File: config.mk
export PLATFORM = sky130hd
export DESIGN_NAME = sprite_fetch
export DESIGN_NICKNAME = d
export VERILOG_FILES = /design/src/rtl/sprite_fetch.sv
export SDC_FILE = /design/constraint.sdc
export NUM_CORES = 1
export LEC_CHECK = 0
export ABC_AREA = 1
export BUFFER_PORTS_ARGS = -buffer_cell sky130_fd_sc_hd__buf_4
export CORE_UTILIZATION = 25
export DETAILED_ROUTE_END_ITERATION = 12
export GPL_TIMING_DRIVEN = 0
export MAX_ROUTING_LAYER = met4
export PLACE_DENSITY = 0.55
export SLEW_MARGIN = 25
export SYNTH_ARGS = -nofsm -noshare
export SYNTH_HDL_FRONTEND = slang
export SYNTH_SLANG_ARGS = --single-unit
File: constraint.sdc
create_clock -name i_Clk -period 2 [get_ports i_Clk]
set_input_delay 0.1 -clock i_Clk [delete_from_list [all_inputs] [get_ports i_Clk]]
set_output_delay 0.1 -clock i_Clk [all_outputs]
set_load 0.02 [all_outputs]
File: src/rtl/sprite_fetch.sv
// sprite_fetch: per-object pixel source for color_mapper.
// It hit-tests DrawX/DrawY against the position latched at frame_start and drives
// the sprite ROM address. The hit flag is aligned to the ROM read latency, the key
// colour is treated as transparent, and the walk-animation frame index is sequenced.
// Latency from DrawX/DrawY to o_obj_on/o_obj_pix is 1+ROM_LAT clocks. rom_data is
// taken to be valid ROM_LAT cycles after o_rom_addr, counting the address register.
// Optional feature: define SPRITE_MIRROR_EN to enable horizontal flip on face_left.
module sprite_fetch #(
    parameter int          SPR_W    = 32,
    parameter int          SPR_H    = 32,
    parameter int          N_FRAMES = 4,
    parameter int          ADDR_W   = 12,
    parameter int          ROM_LAT  = 1,
    parameter int          ANIM_DIV = 6,
    parameter logic [23:0] KEY_RGB  = 24'hFF00FF
) (
    input  logic              i_Clk,
    input  logic              i_Reset,
    input  logic              i_frame_start,
    input  logic [9:0]        i_DrawX,
    input  logic [9:0]        i_DrawY,
    input  logic [9:0]        i_pos_x,
    input  logic [9:0]        i_pos_y,
    input  logic              i_visible,
    input  logic              i_moving,
    input  logic              i_face_left,
    output logic [ADDR_W-1:0] o_rom_addr,
    input  logic [23:0]       i_rom_data,
    output logic              o_obj_on,
    output logic [23:0]       o_obj_pix
);

    localparam int XW       = (SPR_W > 1) ? $clog2(SPR_W) : 1;
    localparam int YW       = (SPR_H > 1) ? $clog2(SPR_H) : 1;
    localparam int IW       = (N_FRAMES > 1) ? $clog2(N_FRAMES) : 1;
    localparam int DW       = (ANIM_DIV > 1) ? $clog2(ANIM_DIV) : 1;
    localparam int FRAME_SZ = SPR_W * SPR_H;

    typedef enum logic {S_IDLE, S_WALK} state_t;

    // frame-latched object state
    logic [9:0]    r_px, r_py;
    logic          r_vis;
`ifdef SPRITE_MIRROR_EN
    logic          r_face;
`endif

    // animation
    state_t        r_state, w_state_nxt;
    logic [IW-1:0] r_anim_idx, w_idx_nxt;
    logic [DW-1:0] r_div_cnt, w_div_nxt;

    // stage 0
    logic [10:0]   w_dx, w_dy, w_px, w_py;
    logic [XW-1:0] w_rel_x, w_col;
    logic [YW-1:0] w_rel_y;
    logic          w_hit;
    logic [ADDR_W-1:0] w_addr;

    // hit alignment and output stage
    logic [ROM_LAT:1] r_hit_pipe;
    logic             w_on;

    // Shadow the game-logic position once per frame so a sprite never tears mid-frame.
    always_ff @(posedge i_Clk or posedge i_Reset) begin
        if (i_Reset) begin
            r_px  <= '0;
            r_py  <= '0;
            r_vis <= 1'b0;
        end else if (i_frame_start) begin
            r_px  <= i_pos_x;
            r_py  <= i_pos_y;
            r_vis <= i_visible;
        end
    end

`ifdef SPRITE_MIRROR_EN
    // The facing direction is latched alongside the position.
    always_ff @(posedge i_Clk or posedge i_Reset) begin
        if (i_Reset)            r_face <= 1'b0;
        else if (i_frame_start) r_face <= i_face_left;
    end
`endif

    // Animation state register; it only moves on frame_start.
    always_ff @(posedge i_Clk or posedge i_Reset) begin
        if (i_Reset) begin
            r_state    <= S_IDLE;
            r_anim_idx <= '0;
            r_div_cnt  <= '0;
        end else if (i_frame_start) begin
            r_state    <= w_state_nxt;
            r_anim_idx <= w_idx_nxt;
            r_div_cnt  <= w_div_nxt;
        end
    end

    // Animation next state: walk while moving, otherwise idle.
    always_comb begin
        w_state_nxt = r_state;
        case (r_state)
            S_IDLE:  if (i_moving)  w_state_nxt = S_WALK;
            S_WALK:  if (!i_moving) w_state_nxt = S_IDLE;
            default: w_state_nxt = S_IDLE;
        endcase
    end

    // Animation outputs. The IDLE->WALK frame already counts, so the first index step
    // lands on the ANIM_DIV-th frame_start seen with moving=1.
    always_comb begin
        w_idx_nxt = '0;
        w_div_nxt = '0;
        if (w_state_nxt == S_WALK) begin
            w_idx_nxt = r_anim_idx;
            if (r_div_cnt == DW'(ANIM_DIV - 1)) begin
                w_div_nxt = '0;
                w_idx_nxt = (r_anim_idx == IW'(N_FRAMES - 1)) ? '0 : r_anim_idx + 1'b1;
            end else begin
                w_div_nxt = r_div_cnt + 1'b1;
            end
        end
    end

    // Stage 0: 11-bit compare so a box hanging past the screen edge clips instead of wrapping.
    always_comb begin
        w_dx    = {1'b0, i_DrawX};
        w_dy    = {1'b0, i_DrawY};
        w_px    = {1'b0, r_px};
        w_py    = {1'b0, r_py};
        w_hit   = r_vis && (w_dx >= w_px) && (w_dx < w_px + 11'(SPR_W))
                        && (w_dy >= w_py) && (w_dy < w_py + 11'(SPR_H));
        w_rel_x = XW'(w_dx - w_px);
        w_rel_y = YW'(w_dy - w_py);
`ifdef SPRITE_MIRROR_EN
        w_col   = r_face ? (XW'(SPR_W - 1) - w_rel_x) : w_rel_x;
`else
        w_col   = w_rel_x;
`endif
        w_addr  = ADDR_W'(r_anim_idx) * ADDR_W'(FRAME_SZ)
                + ADDR_W'(w_rel_y) * ADDR_W'(SPR_W) + ADDR_W'(w_col);
    end

    // Stage 1: register the ROM address, which parks at 0 when there is no hit.
    always_ff @(posedge i_Clk or posedge i_Reset) begin
        if (i_Reset) o_rom_addr <= '0;
        else         o_rom_addr <= w_hit ? w_addr : '0;
    end

    // The hit flag rides a shift register so it meets the matching ROM word.
    always_ff @(posedge i_Clk or posedge i_Reset) begin
        if (i_Reset) begin
            r_hit_pipe <= '0;
        end else begin
            r_hit_pipe[1] <= w_hit;
            for (int k = 2; k <= ROM_LAT; k++) r_hit_pipe[k] <= r_hit_pipe[k-1];
        end
    end

    assign w_on = r_hit_pipe[ROM_LAT] && (i_rom_data != KEY_RGB);

    // Output stage: the key colour is transparent, and the pixel is zeroed when the object is off.
    always_ff @(posedge i_Clk or posedge i_Reset) begin
        if (i_Reset) begin
            o_obj_on  <= 1'b0;
            o_obj_pix <= '0;
        end else begin
            o_obj_on  <= w_on;
            o_obj_pix <= w_on ? i_rom_data : 24'h0;
        end
    end

endmodule

==> flow_summary.json <==
{
  "cp.arrival_ps": 2340,
  "nets": 652,
  "grt-ovfl-total": 0,
  "r2r_end": "o_rom_addr[7]",
  "tightest_slew_ps": 558,
  "drc_errors": 0,
  "area_growth_pct": 56.7,
  "n_antenna_cell": 0,
  "syn-num-nets": 486,
  "min_from": "i_pos_y[0]",
  "cts_root_buffer": "clkbuf_16",
  "holdPathStages": 2,
  "drv_cap": 0,
  "clock_sinks": 64,
  "grt_pass1_wl_mm": 14.2,
  "layout-drive-gt1-share": 0.293,
  "grt_setup_unrepaired": "true",
  "rr_worst_depth": 13,
  "io_pins": 107,
  "portBuffers": 104,
  "relSlewSlack": 0.628,
  "setup_violations": 13,
  "fin_cells": 728,
  "leakage_nw": 2.78,
  "worst_setup_path_start_kind": "flip-flop",
  "numCtsBuffers": 9,
  "clk_pin_slew_ps": 60,
  "synth_warnings": 0,
  "reg2reg_slack_ps": -80,
  "die_x_um": 118,
  "place_ws_ps": -187,
  "postRouteAntennaNets": 0,
  "layout_common_cells": "buf_4 (110), inv_1 (66), nand2_1 (62), dfrtp_1 (62), dlygate4sd3_1 (42)",
  "synth_edf_count": 0,
  "layout_min_cycle_time_ps": 2080,
  "hold_path.class": "input port to flip-flop",
  "synthCells": 382,
  "timing.fmax_mhz": 482,
  "antenna_found_initial": 0,
  "max-vdd-ir-drop_mv": 0.399,
  "avgSynthCellArea_sq_um": 8.84,
  "gp_congestion": 0.827,
  "num_rows": 42,
  "setup_ws_ps": -75.1,
  "wl_per_cell_um": 12.2,
  "crit_type": "flip-flop to flip-flop",
  "hold-path-endpoint": "r_py[0]",
  "grt_max_degree": 47,
  "synthArstFlopShare": 1.00,
  "maxSlewViolCount": 0,
  "hold_ws_ps": 16.2,
  "fillerInstances": 1311,
  "die_h_um": 118,
  "dp_hpwl_mm": 6.50,
  "htreeDepth": 3,
  "path_max_fanout": 5,
  "grt_pass1_vias": 2944,
  "cts_tree": "built",
  "via_per_inst": 4.15,
  "core_area_sq_um": 13200,
  "ys_seq_area_frac": 0.474,
  "ys_ff_latch": 64,
  "synth_area_sq_um": 3380,
  "hold_viol_final": 0,
  "place_inst": 663,
  "finalClockSkew_ps": 5.66,
  "power_density_nw_per_um2": 711,
  "end_kind": "flip-flop",
  "final_common_cell": "buf_4",
  "vias": 3019,
  "critPathRequiredTime_ps": 2260,
  "track_usage": 0.135,
  "finish.utilization": 0.401,
  "violations": "negative setup slack",
  "wirelength_mm": 8.88,
  "clock_latency_ps": 330,
  "worst_r2r_startpoint": "r_px[5]",
  "status": "finished, violations left",
  "ys_dominant_reg_cell": "dfrtp_1",
  "yosysUniqueCellTypes": 26,
  "final.period_utilization": 1.04,
  "drt_iter0_markers": 101,
  "dieArea_sq_um": 14000,
  "clockBufferDepth": 2,
  "initial_core_util": 0.256,
  "dr.pass1.iters": 4
}
worst max-delay path, stage by stage, from the launching register on:
cell	delay, ps
dfrtp_2	450
inv_4	90
nor2_4	40
xor2_1	130
ha_1	310
a21o_1	160
nand3_1	70
nand2_1	50
nor2_1	80
nand2_1	70
nor2_2	150
nand3_4	130
clkbuf_16	190
nor2_2	70
routing by layer:
metal / share of wire / GRT usage / up-vias
met5: 0 / - / -
met4: 0.011 / 0.0385 / 0
met3: 0.073 / 0.0362 / 12
met2: 0.47 / 0.218 / 105
met1: 0.45 / 0.166 / 1366
li1: - / - / 1536
sequential cells by signal (all words and copies together), names as in the netlist:
name and count:
r_div_cnt 3, o_obj_pix 24, o_obj_on 1, o_rom_addr 12, r_px 10, r_anim_idx 2, r_hit_pipe 1, r_py 10
r_vis 1
cells in the mapped netlist, types with 3 or more instances:
master    count  area share
nor2_2       11       0.020
xnor2_1       6       0.016
o21ai_0      21       0.031
clkbuf_1      5      0.0056
nand2_1      62       0.069
a21o_1        4      0.0089
inv_1        68       0.076
nor2_1       45       0.050
dfrtp_1      64        0.47
mux2_2        3       0.010
xor2_1        7       0.018
nand3_1      12       0.018
a21oi_1      15       0.022
nand4_1       8       0.015
ha_1         32        0.12
nand2_2       3      0.0056
kinds of logic (layout without fill, tap and decap cells):
logic type                 Yosys count  after routing  synth area share
buffers and inverters               76            246            0.0867
adders and majority gates           34             34             0.130
and+or+nand+nor                    146            146             0.190
muxes                                3              3            0.0100
DFF                                 64             64             0.474
xor gates and xnor gates            13             13            0.0337
AOI/OAI and AO/OA                   46             46            0.0748
how the worst max path moves through the flow:
| stage | start | end | slack [ps] | cells past startpoint |
|---|---|---|---|---|
| final | r_px[5] | o_rom_addr[7] | -80 | 13 |
| after global routing | r_px[6] | o_rom_addr[7] | -210 | 12 |
| after CTS | r_px[6] | o_rom_addr[9] | -110 | 13 |
| after detailed placement | r_px[5] | o_rom_addr[9] | -190 | 13 |
| after global placement | i_Reset | r_px[5] | -580 | 2 |
| after floorplan | r_px[5] | o_rom_addr[8] | 120 | 12 |
cell type report:
cell class / count / area (sq um) / share of cell area
clock inverter: 6 / 37.5 / 0.00709
multi-input combinational: 242 / 1590 / 0.301
sequential: 64 / 1600 / 0.303
inverter: 68 / 260 / 0.0491
tap: 176 / 220 / 0.0416
clock buffer: 9 / 225 / 0.0425
buffer: 8 / 46.3 / 0.00874
timing repair buffer: 155 / 1310 / 0.247
power breakdown:
| group | internal (mW) | total [mW] | leakage (nW) | switching, mW |
|---|---|---|---|---|
| Clock | 0.823 | 1.40 | 0.123 | 0.578 |
| Combinational | 0.432 | 0.913 | 1.82 | 0.481 |
| Sequential | 1.39 | 1.45 | 0.843 | 0.0602 |
stage by stage:
step                      setup TNS (ps)  cell area (sq um)  power [mW]
after floorplan                        0               3380        1.95
after global placement            -37720               4380        2.22
after detailed placement           -1630               4410        2.24
after CTS                          -1020               5140        3.76
after global routing               -2490               5300        4.00
final                               -705               5300        3.77
repair_timing:
item                       4_1_cts  5_1_grt
resized for setup                8       21
hold buffers                    42        0
setup buffers                    3        4
cloned                           0        1
setup endpoints to repair       13       13
pin swaps                        0       14
hold endpoints to repair        59        0
Power figures use the tool's default switching activity.
